--- src/rtl/jpeg_bitstream_unstuffer.sv ---
// JPEG entropy front end: removes 0xFF/0x00 stuffing, reports markers and
// exposes a left-aligned bit window. Optional JPEG_UNSTUFF_RST_EN clears the window on RSTn ack.
module jpeg_bitstream_unstuffer #(
    parameter int BUF_W = 32,
    parameter int MAXC  = 16,
    localparam int CW   = $clog2(BUF_W + 1),
    localparam int KW   = $clog2(MAXC + 1)
) (
    input  logic            clk,
    input  logic            rst_n,
    input  logic [7:0]      in_data,
    input  logic            in_valid,
    output logic            in_ready,
    output logic [MAXC-1:0] win,
    output logic [CW-1:0]   win_bits,
    input  logic [KW-1:0]   consume,
    output logic            marker_valid,
    output logic [7:0]      marker_code,
    input  logic            marker_ack,
    output logic            err
`ifdef JPEG_UNSTUFF_RST_EN
    ,
    output logic            rst_seen
`endif
);

    typedef enum logic [1:0] {S_DATA, S_FF, S_MARK} state_t;

    state_t             state_q, state_d;
    logic [BUF_W-1:0]   buf_q, buf_d;
    logic [CW-1:0]      cnt_q, cnt_d;
    logic               mark_q, mark_d;
    logic [7:0]         code_q, code_d;
    logic               err_q, err_d;

    logic               accept;
    logic               append;
    logic [7:0]         app_byte;
    logic               illegal;
    logic [KW-1:0]      keep;
    logic [CW-1:0]      base;
    logic               clr_buf;

    assign in_ready     = (state_q != S_MARK) && (cnt_q <= CW'(BUF_W - 8));
    assign accept       = in_valid && in_ready;
    assign win          = buf_q[BUF_W-1 -: MAXC];
    assign win_bits     = cnt_q;
    assign marker_valid = mark_q;
    assign marker_code  = code_q;
    assign err          = err_q;

    // Stuffing / marker recognition
    always_comb begin
        state_d  = state_q;
        mark_d   = mark_q;
        code_d   = code_q;
        append   = 1'b0;
        app_byte = in_data;
        clr_buf  = 1'b0;
        unique case (state_q)
            S_DATA: begin
                if (accept) begin
                    if (in_data == 8'hFF) state_d = S_FF;
                    else                  append  = 1'b1;
                end
            end
            S_FF: begin
                if (accept) begin
                    if (in_data == 8'h00) begin
                        append   = 1'b1;
                        app_byte = 8'hFF;
                        state_d  = S_DATA;
                    end else if (in_data != 8'hFF) begin
                        mark_d  = 1'b1;
                        code_d  = in_data;
                        state_d = S_MARK;
                    end
                end
            end
            S_MARK: begin
                if (marker_ack) begin
                    mark_d  = 1'b0;
                    state_d = S_DATA;
`ifdef JPEG_UNSTUFF_RST_EN
                    clr_buf = (code_q[7:3] == 5'b11010);
`endif
                end
            end
            default: state_d = S_DATA;
        endcase
    end

`ifdef JPEG_UNSTUFF_RST_EN
    assign rst_seen = clr_buf;
`endif

    // Window shift and append; an illegal consume leaves the window in place
    always_comb begin
        illegal = (32'(consume) > 32'(cnt_q)) || (32'(consume) > MAXC);
        keep    = illegal ? '0 : consume;
        err_d   = err_q | illegal;
        base    = cnt_q - CW'(keep);
        buf_d   = buf_q << keep;
        cnt_d   = base;
        if (append) begin
            buf_d = buf_d | ({app_byte, {(BUF_W-8){1'b0}}} >> base);
            cnt_d = base + CW'(8);
        end
        if (clr_buf) begin
            buf_d = '0;
            cnt_d = '0;
        end
    end

    always_ff @(posedge clk or negedge rst_n) begin
        if (!rst_n) begin
            state_q <= S_DATA;
            buf_q   <= '0;
            cnt_q   <= '0;
            mark_q  <= 1'b0;
            code_q  <= '0;
            err_q   <= 1'b0;
        end else begin
            state_q <= state_d;
            buf_q   <= buf_d;
            cnt_q   <= cnt_d;
            mark_q  <= mark_d;
            code_q  <= code_d;
            err_q   <= err_d;
        end
    end

endmodule

--- config.mk ---
export PLATFORM = sky130hd
export DESIGN_NAME = jpeg_bitstream_unstuffer
export DESIGN_NICKNAME = d
export VERILOG_FILES = /design/src/rtl/jpeg_bitstream_unstuffer.sv
export SDC_FILE = /design/constraint.sdc
export NUM_CORES = 1
export LEC_CHECK = 0
export CAP_MARGIN = 20
export CELL_PAD_IN_SITES_DETAIL_PLACEMENT = 2
export CELL_PAD_IN_SITES_GLOBAL_PLACEMENT = 2
export CORE_MARGIN = 4
export CORE_UTILIZATION = 31
export CTS_CLUSTER_DIAMETER = 200
export DETAILED_ROUTE_END_ITERATION = 7
export PLACE_DENSITY_LB_ADDON = 0.1
export SYNTH_ARGS = -nofsm -noshare
export SYNTH_HDL_FRONTEND = slang
export SYNTH_SLANG_ARGS = --single-unit
--- constraint.sdc ---
create_clock -name clk -period 4.1 [get_ports clk]
set_input_delay 0.82 -clock clk [delete_from_list [all_inputs] [get_ports clk]]
set_output_delay 0.82 -clock clk [all_outputs]
set_load 0.05 [all_outputs]
==> impl_metrics.ini <==
[run_status]
status = completed

[routing]
drt_iter0_drc = 319
wl_met3_mm = 1.10
wl_per_cell_um = 25.6
ant_nets = 0
vias_per_cell = 6.09
dr_total_vias = 5443
drc = 0
wl_met1_mm = 9.81
wl_met2_mm = 11.3
postRouteWirelength_mm = 22.9
first_pass_iters = 5
top_layer = met4

[place]
place_hpwl_mm = 17.8
port_buffers = 49
place_congestion = 0.912

[synthesis]
synth_enable_flop_cells = 0
synth_area_leaders = dfrtp_1 (26%), mux2i_1 (7.5%), a21oi_1 (4.7%)
postSynthCellCount = 608
yosysTopAreaCell = dfrtp_1
synth-seq-cells = 50
synth_top_area_share = 0.260
yosysSeqAreaShare = 0.260
synth_most_common_cell = nor2_1
synth_cell_types = 74
ys_async_sr_fraction = 1.00
yosysWarnings = 0
synth_common_cells = nor2_1 (60), dfrtp_1 (50), nand2_1 (46), a21oi_1 (45), o21ai_0 (37)
ys.flop_type = dfrtp_1
netlist_area_um2 = 4820
post_synth.cell_area_avg_um2 = 7.92
syn_nets = 636

[clocking]
clock_latency_ns = 0.30
cts_hold_buffers = 0
cts.path.max_buffers = 2
root_buffer = clkbuf_16
clock-sinks = 50
htreeDepth = 2
cts.clk_slew.worst_paths_ns = 0.07
tritoncts = yes
numCtsBuffers = 5

[grt]
grt_max_degree = 36
grt_pass1_wl_mm = 35.7
grt_usage = 0.258
antenna_found_initial = 0
grt_overflow = 0
grt_pass1_vias = 5889

[sta]
setup_violations = 0
skew_ns = 0.00596
rsz0062_at_grt = true
max_freq_mhz = 252
worstMarginPinSlew_ns = 0.731
hold_viol = 0
hold_slack_ns = 0.459
final.min_clock_period_ns = 3.97
slew-limit-headroom = 0.510
maxSlewViolCount = 0
fin_crit_sh = 0.969

[worst_setup_path]
crit_required_ns = 4.27
worstSetupStartpointType = input port
cp_max_fo = 5
cp.arrival_ns = 4.14
critPathKind = input port to flip-flop
cp-end-kind = flip-flop

[floorplanning]
die_w_um = 133
dieHeight_um = 133
core_um2 = 15200
die_area_um2 = 17600
initial_core_util = 0.317
placement_rows = 45
io_pins = 50

[final_layout]
num_antenna_cells = 0
final_util = 0.422
fin_nets = 733
syn2layout_area_growth_pct = 33.0
fill_cells = 1735
drive_gt1_frac = 0.252

[hold_path]
hold_class = flip-flop to flip-flop

[pwr]
power_density_nw_per_um2 = 1100
cellLeakagePower_nw = 2.64
power.total_mw = 7.05
p_int_mw = 3.38
seq_power_share = 0.153
combPwrFrac = 0.768
power_switching_mw = 3.67
p_clk_frac = 0.079
peakVddDrop_v = 0.000364
swShare = 0.520

[run]
maxCapViolCount = 0
-- sequential cells by signal (all words and copies together) (netlist names) --
register and flops:
state_q 2, win_bits 6, marker_valid 1, err 1
buf_q 32, marker_code 8
-- through the flow --
stage | setup TNS [ns] | instances | setup slack [ns] | cell area [um2]
global route | -0.00666 | 894 | -0.00427 | 6410
CTS | 0 | 894 | 0.00184 | 6310
detailed placement | -10.53 | 883 | -0.468 | 6030
global placement | -5.59 | 883 | -0.341 | 6030
finish | 0 | 894 | 0.127 | 6410
floorplan | 0 | 608 | 0.00657 | 4900
-- repair_timing --
| action | 4_1_cts | 5_1_grt |
|---|---|---|
| pin swaps | 7 | 6 |
| cloned | 0 | 0 |
| buffers inserted | 3 | 0 |
| resized for setup | 14 | 22 |
| setup endpoints to repair | 27 | 28 |
-- layout by cell type (no fill, tap or decap), drive strengths merged, types with 14 or more instances in the layout --
cell / count
inv: 18
mux2i: 36
nor3: 23
nand3: 17
buf: 102
nor2: 63
o221ai: 14
nand2: 46
a21oi: 45
clkdlybuf4s50: 45
o21ai: 40
dfrtp: 50
o22ai: 30
-- power groups by stage --
stage          Combinational, mW  Clock, mW  Sequential, mW
2_1_floorplan               2.76          0            1.05
3_3_place_gp                4.92          0            1.06
3_5_place_dp                5.06          0            1.07
4_1_cts                     5.22      0.568            1.07
5_1_grt                     5.76      0.587            1.11
6_report                    5.41      0.556            1.08
-- final cells by class --
cell class                 count  area (um2)  area share
multi-input combinational    480        3380       0.528
timing repair buffer         149        1260       0.196
sequential                    50        1250       0.195
tap                          188         235      0.0367
clock buffer                   6         139      0.0217
inverter                      19        83.8      0.0131
clock inverter                 2        60.1     0.00937
-- logic make-up after synthesis --
logic type	count (synthesis)	synth area share
flops	50	0.260
compound gates	206	0.296
xor+xnor	8	0.0145
simple gates	205	0.207
fa+ha+maj	11	0.0286
mux	50	0.115
buf+inv	78	0.0797
-- path summary, 6_finish.rpt --
kind | slack [ns] | startpoint | end | cells after the start
max | 0.13 | consume[1] | buf_q[28] | 16
min | 0.46 | state_q[1] | state_q[0] | 1
max reg2reg | 0.51 | win_bits[3] | buf_q[22] | 14
min reg2reg | 0.46 | state_q[1] | state_q[0] | 1
max in group asynchronous | 2.72 | rst_n | buf_q[14] | 2
min in group asynchronous | 0.58 | rst_n | buf_q[31] | 1
-- critical path, cell delays in order --
cell and delay (ns):
clkdlybuf4s50_1 0.49, ha_1 0.25, nor2b_1 0.14, o21a_1 0.18, o21ai_1 0.17, buf_4 0.14, and2_1 0.18, inv_2 0.06
ha_1 0.30, o2111a_1 0.18, or4_4 0.53, nand3_4 0.13, nor2_4 0.06, nand2_4 0.07, nor3_1 0.06, or3_1 0.37
-- layer usage --
metal | vias to the layer above | GRT usage
li1 | 2448 | -
met2 | 184 | 0.442
met3 | 47 | 0.0350
met5 | - | 0
met1 | 2764 | 0.334
met4 | 0 | 0.0855
(Power assumes the default switching activity.)
